==> config.mk <==
export PLATFORM = sky130hd
export DESIGN_NAME = uart_rxtx_core
export DESIGN_NICKNAME = d
export VERILOG_FILES = /design/src/rtl/uart_rxtx_core.sv
export SDC_FILE = /design/constraint.sdc
export NUM_CORES = 1
export LEC_CHECK = 0
export ABC_AREA = 1
export ABC_CLOCK_PERIOD_IN_PS = 2029
export CELL_PAD_IN_SITES_DETAIL_PLACEMENT = 0
export CELL_PAD_IN_SITES_GLOBAL_PLACEMENT = 1
export CORE_UTILIZATION = 38
export DETAILED_ROUTE_END_ITERATION = 7
export GPL_ROUTABILITY_DRIVEN = 0
export PLACE_DENSITY = 0.85
export SLEW_MARGIN = 25
export SYNTH_ARGS = -nofsm -noshare
export SYNTH_HDL_FRONTEND = slang
export SYNTH_SLANG_ARGS = --single-unit
==> constraint.sdc <==
create_clock -name clk -period 2.03 [get_ports clk]
set_input_delay 0.3045 -clock clk [delete_from_list [all_inputs] [get_ports clk]]
set_output_delay 0.3045 -clock clk [all_outputs]
set_load 0.1 [all_outputs]
==> src/rtl/uart_rxtx_core.sv <==
// Full-duplex UART engine: oversampling-free receiver sampling at bit centres and a
// frame-shifting transmitter, both configured at runtime through static inputs.
//
// rx state | meaning
// IDLE     | line idle, watching for a falling edge
// START    | half-bit wait, then confirm start bit is still low
// DATA     | sampling data_bits bits, LSB first
// PARITY   | sampling the parity bit
// STOP     | sampling stop bit(s); on framing error waits for line high
module uart_rxtx_core (
   input  logic        clk,
   input  logic        reset_n,
   input  logic [15:0] bit_rate,
   input  logic [3:0]  data_bits,
   input  logic [1:0]  stop_bits,
   input  logic        parity_bit,
   input  logic        parity_enabled,
   input  logic        parity_accept_errors,
   input  logic        rxd,
   output logic        rxd_syn,
   output logic [8:0]  rxd_data,
   input  logic        rxd_ack,
   output logic [2:0]  rxd_state,
   output logic        txd,
   input  logic        txd_syn,
   input  logic [7:0]  txd_data,
   output logic        txd_busy
);

   typedef enum logic [2:0] {
      RX_IDLE   = 3'd0,
      RX_START  = 3'd1,
      RX_DATA   = 3'd2,
      RX_PARITY = 3'd3,
      RX_STOP   = 3'd4
   } rx_state_t;

   // reset_n is active-high despite its name
   logic rst;
   assign rst = reset_n;

   logic        rxd_s1, rxd_s2, rxd_prev, rx_fall;
   rx_state_t   rx_state, rx_next;
   logic [15:0] rx_cnt;
   logic [3:0]  rx_idx;
   logic [8:0]  rx_shift;
   logic        rx_perr, rx_ferr;
   logic        rx_tick, rx_data_last, rx_stop_last, rx_deliver;

   always_ff @(posedge clk) begin
      if (rst) begin
         rxd_s1   <= 1'b1;
         rxd_s2   <= 1'b1;
         rxd_prev <= 1'b1;
      end else begin
         rxd_s1   <= rxd;
         rxd_s2   <= rxd_s1;
         rxd_prev <= rxd_s2;
      end
   end

   assign rx_fall      = rxd_prev & ~rxd_s2;
   assign rx_tick      = (rx_cnt == 16'd0);
   assign rx_data_last = (rx_idx == (data_bits - 4'd1));
   assign rx_stop_last = (rx_idx == {3'b000, stop_bits[1]});

   always_ff @(posedge clk) begin
      if (rst) rx_state <= RX_IDLE;
      else     rx_state <= rx_next;
   end

   always_comb begin
      rx_next = rx_state;
      case (rx_state)
         RX_IDLE:   if (rx_fall) rx_next = RX_START;
         RX_START:  if (rx_tick) rx_next = rxd_s2 ? RX_IDLE : RX_DATA;
         RX_DATA:   if (rx_tick && rx_data_last) rx_next = parity_enabled ? RX_PARITY : RX_STOP;
         RX_PARITY: if (rx_tick) rx_next = RX_STOP;
         RX_STOP: begin
            if (rx_ferr) begin
               if (rxd_s2) rx_next = RX_IDLE;
            end else if (rx_tick && rxd_s2 && rx_stop_last) begin
               rx_next = RX_IDLE;
            end
         end
         default:   rx_next = RX_IDLE;
      endcase
   end

   always_comb begin
      rxd_state  = rx_state;
      rx_deliver = 1'b0;
      if (rx_state == RX_STOP && rx_tick && !rx_ferr && rxd_s2 && rx_stop_last)
         rx_deliver = !(rx_perr && !parity_accept_errors);
   end

   // Down-counter reloads with bit_rate-1 at every sample point, so samples land bit_rate apart
   always_ff @(posedge clk) begin
      if (rst) begin
         rx_cnt   <= '0;
         rx_idx   <= '0;
         rx_shift <= '0;
         rx_perr  <= 1'b0;
         rx_ferr  <= 1'b0;
      end else if (rx_state == RX_IDLE) begin
         if (rx_fall) begin
            rx_cnt   <= (bit_rate >> 1) - 16'd1;
            rx_idx   <= '0;
            rx_shift <= '0;
            rx_perr  <= 1'b0;
            rx_ferr  <= 1'b0;
         end
      end else if (rx_tick) begin
         rx_cnt <= bit_rate - 16'd1;
         case (rx_state)
            RX_DATA: begin
               rx_shift <= rx_shift | ({8'd0, rxd_s2} << rx_idx);
               rx_idx   <= rx_data_last ? 4'd0 : rx_idx + 4'd1;
            end
            RX_PARITY: rx_perr <= (^rx_shift) ^ rxd_s2 ^ parity_bit;
            RX_STOP: begin
               if (!rx_ferr) begin
                  if (!rxd_s2) rx_ferr <= 1'b1;
                  else         rx_idx  <= rx_idx + 4'd1;
               end
            end
            default: ;
         endcase
      end else begin
         rx_cnt <= rx_cnt - 16'd1;
      end
   end

   // A completion on the same edge as an ack keeps rxd_syn set
   always_ff @(posedge clk) begin
      if (rst) begin
         rxd_syn  <= 1'b0;
         rxd_data <= '0;
      end else if (rx_deliver) begin
         rxd_syn  <= 1'b1;
         rxd_data <= rx_shift;
      end else if (rxd_ack) begin
         rxd_syn  <= 1'b0;
      end
   end

   logic [15:0] tx_frame, tx_shift, tx_cnt;
   logic [8:0]  tx_data9;
   logic [3:0]  tx_left, tx_len;
   logic        tx_par;

   assign tx_data9 = {1'b0, txd_data};
   assign tx_len   = 4'd1 + data_bits + {3'd0, parity_enabled} + (stop_bits[1] ? 4'd2 : 4'd1);

   // Whole frame is assembled at load time; idle and stop positions are ones
   always_comb begin
      tx_frame    = '1;
      tx_frame[0] = 1'b0;
      tx_par      = parity_bit;
      for (int i = 0; i < 9; i++) begin
         if (i < int'(data_bits)) begin
            tx_frame[i+1] = tx_data9[i];
            tx_par        = tx_par ^ tx_data9[i];
         end
      end
      if (parity_enabled) tx_frame[data_bits + 4'd1] = tx_par;
   end

   always_ff @(posedge clk) begin
      if (rst) begin
         tx_shift <= '1;
         tx_cnt   <= '0;
         tx_left  <= '0;
         txd_busy <= 1'b0;
      end else if (!txd_busy) begin
         if (txd_syn) begin
            tx_shift <= tx_frame;
            tx_cnt   <= bit_rate - 16'd1;
            tx_left  <= tx_len - 4'd1;
            txd_busy <= 1'b1;
         end
      end else if (tx_cnt == 16'd0) begin
         tx_cnt   <= bit_rate - 16'd1;
         tx_shift <= {1'b1, tx_shift[15:1]};
         if (tx_left == 4'd0) txd_busy <= 1'b0;
         else                 tx_left  <= tx_left - 4'd1;
      end else begin
         tx_cnt <= tx_cnt - 16'd1;
      end
   end

   assign txd = tx_shift[0];

endmodule

==> metrics.md <==
| Metric | Value |
|---|---|
| DRT antenna net count | 0 |
| Leak | 3.842 nW |
| Pre-CTS WS | -549.8 ps |
| Final setup vio count | 0 |
| IO buf count | 51 |
| Crit path capture type | flop |
| DR WL/cell | 13.10 µm |
| Initial drt markers | 437 |
| Mean post-synth cell area | 6.310 µm² |
| Clock root buffer | clkbuf_16 |
| Required @ worst endpoint | 2310 ps |
| Clock transition at path regs | 60 ps |
| Max-cap viol count | 0 |
| Slew @ Worst Pin | 399.3 ps |
| Hold WS | 414.5 ps |
| ANT cells | 0 |
| Period utilization | 93.70% |
| Crit Path Class | in2reg |
| Seq/Total Area, Yosys | 26.00% |
| Via Count | 6719 |
| Yosys Warn Count | 0 |
| Num CTS Buffers | 9 |
| Final WL | 17.93 mm |
| Num rows | 47 |
| CTS Hold Bufs | 0 |
| Type of the worst min-delay path | reg2reg |
| Initial Util | 39.00% |
| Routed vias/inst | 4.908 |
| Run status | completed |
| Detailed-route DRC error count | 0 |
| Largest net degree at the start of global routing | 51 |
| Slew Viols, Final | 0 |
| Worst setup margin | 128.0 ps |
| Max clock buf depth | 2 |
| I/O pin total | 53 |
| Crit-path max FO | 3 |
| Fin crit period | 1902 ps |
| Final Hold Violating Endpoints | 0 |
| Area of the core | 16580 µm² |
| H-tree level count | 3 |
| Yosys reg bits | 84 |
| Die Wd | 132.5 µm |
| R2r setup slk | 200 ps |
| Pwr Density | 957.3 nW/µm² |
| Initial antenna violation count | 0 |
| Fillers | 1733 |
| Cell count of the worst reg-to-reg path | 6 |
| Fin nets | 1207 |
| Crit Reg-Reg Startpoint | rxd_s2 |
| Launch point of the worst path | bit_rate[1] |
| Die Ht | 132.5 µm |
| HP Start | rxd_s1 |
| CTS tree | built |
| Clock Skew | 5.734 ps |
| M3 GR Usage | 3.142% |
| Clock Sinks | 84 |
| First-pass GRT wire length | 29.66 mm |
| Number of global-route vias before repair | 6016 |
| Post-synth EDFFs | 0 |
| Dpl hpwl | 13.61 mm |
| Mapped Cells | 1025 |
| Most Used Layer, Global Route | met2 |
| Clk_lat worst skew | 350 ps |
| Die area | 17550 µm² |
| GR Layer Usage met1 | 29.28% |
| Met2 Track Usage GR | 32.95% |
| Layout cells sized above 1 | 18.02% |
| Pre-antenna DRT Iters | 5 |
| Max-slew headroom | 73.32% |
| R2r endpoint | rx_cnt[1] |
| Unique masters post-synth | 50 |
| Startpoint types | input pin |
| GRT overflow | 0 |
| Tot GR Track Use | 20.85% |
| Dominant register cell in the synthesized netlist | dfxtp_1 |
| Mapped Area | 6467 µm² |
| Synthesized net count | 1088 |
| Fmax | 0.5257 GHz |
| Ys async rst share | 0% |
| Worst EP arrival | 2180 ps |
| Area Overhead vs Synth | 26.31% |
| Worst ir drop on vdd | 729.8 µV |
| RSZ-0062 raised after global routing | false |
| Crit path capture | rx_cnt[7] |
-- power breakdown --
group | switching, mW | internal (mW) | leakage, nW | total [mW]
Combinational | 2.42 | 1.37 | 2.99 | 3.79
Sequential | 0.280 | 1.93 | 0.693 | 2.21
Clock | 0.732 | 1.09 | 0.156 | 1.82
Total | 3.43 | 4.39 | 3.84 | 7.82
-- through the flow --
stage / utilization (%) / TNS, ps / cell area [µm²] / cells / power (mW)
after floorplan: - / 0 / 6477 / 1025 / 4.940
after global placement: 46.64 / -10900 / 7735 / 1352 / 5.933
after detailed placement: 46.64 / -11790 / 7735 / 1352 / 5.943
after CTS: 48.82 / 0 / 8097 / 1368 / 7.810
after global routing: 49.26 / 0 / 8169 / 1369 / 8.400
final: 49.26 / 0 / 8169 / 1369 / 7.821
-- worst min-delay path by stage --
stage	endpoint	slack (ps)	cells past startpoint
CTS	rxd_s2	410	1
floorplan	rxd_s2	390	1
global placement	rxd_s2	390	1
finish	rxd_s2	410	1
global route	rxd_s2	430	1
detailed placement	rxd_s2	400	1
-- synth_stat cells (4+ instances only) --
| cell type | number | area, µm² |
|---|---|---|
| a21oi_1 | 63 | 315.3 |
| clkbuf_1 | 13 | 48.80 |
| o21a_1 | 7 | 52.55 |
| o21ai_1 | 16 | 80.08 |
| nand2_1 | 246 | 923.4 |
| a31oi_1 | 10 | 62.56 |
| nor4_1 | 8 | 50.05 |
| o211ai_1 | 5 | 37.54 |
| nand3_1 | 59 | 295.3 |
| dfxtp_1 | 84 | 1682 |
| o21ai_0 | 63 | 315.3 |
| inv_2 | 13 | 48.80 |
| nand2_4 | 4 | 45.04 |
| ha_1 | 24 | 300.3 |
| buf_6 | 8 | 90.09 |
| nand3_2 | 4 | 40.04 |
| nor2_1 | 119 | 446.7 |
| inv_1 | 132 | 495.5 |
| xor2_1 | 27 | 236.5 |
| xnor2_1 | 19 | 166.4 |
| nor2_2 | 9 | 56.30 |
| buf_2 | 8 | 40.04 |
| nand4_1 | 18 | 112.6 |
| nand2_2 | 10 | 62.56 |
| nor3_1 | 12 | 60.06 |
-- sequential cells by signal, indices dropped and copies added (netlist names) --
register	flops
tx_shift	16
rxd_syn	1
rx_perr	1
rxd_s2	1
txd_busy	1
rxd_state	3
tx_left	4
rx_cnt	16
rxd_prev	1
rxd_data	9
rx_ferr	1
rxd_s1	1
rx_idx	4
tx_cnt	16
rx_shift	9
-- layout make-up --
| cell class | count | area, µm² | area share, % |
|---|---|---|---|
| Clock inverter | 7 | 98.84 | 1.210 |
| Timing Repair Buffer | 139 | 1192 | 14.60 |
| Tap cell | 220 | 275.3 | 3.370 |
| Sequential cell | 84 | 1687 | 20.65 |
| Inverter | 151 | 574.3 | 7.030 |
| Clock buffer | 9 | 225.2 | 2.757 |
| Multi-Input combinational cell | 759 | 4116 | 50.39 |
-- logic make-up (layout without fill, tap and decap cells) --
kind of cell / after synthesis / count (layout) / share of synthesized area, %
simple gates: 502 / 502 / 34.51
buf+inv: 182 / 306 / 11.88
compound gates: 185 / 185 / 16.27
flops: 84 / 84 / 26.00
mux: 1 / 1 / 0.1548
fa+ha+maj: 25 / 25 / 4.953
xor+xnor: 46 / 46 / 6.230
-- placed cells by master, fill, tap and decap left out, types with 13 or more instances in the layout --
master,instances
a21oi_1,61
buf_4,97
clkdlybuf4s50_1,33
dfxtp_1,80
ha_1,20
inv_1,124
inv_2,21
nand2_1,243
nand2_2,13
nand3_1,59
nand4_1,18
nor2_1,114
nor2_2,14
o21ai_0,60
o21ai_1,19
xnor2_1,19
xor2_1,27
-- repair_timing --
| item | CTS | global route |
|---|---|---|
| setup buffers | 0 | 1 |
| resized for setup | 11 | 23 |
| endpoints found under the setup margin | 18 | 27 |
| pin swaps | 1 | 5 |
-- critical path, stage by stage --
cell and delay, ps:
clkdlybuf4s50_1 480, inv_1 70, ha_1 200, nand2_1 80, nand2_1 120, nor2_2 150, xor2_1 260, inv_1 100
o211ai_1 180, nand2_1 110, a21oi_1 130
-- layer usage --
metal  vias to the layer above  share of wire (%)
li1                       3545                  -
met1                      3008                 50
met2                       148                 44
met3                        18                4.0
met4                         0                1.7
met5                         -                  0
Power figures use the tool's default switching activity.
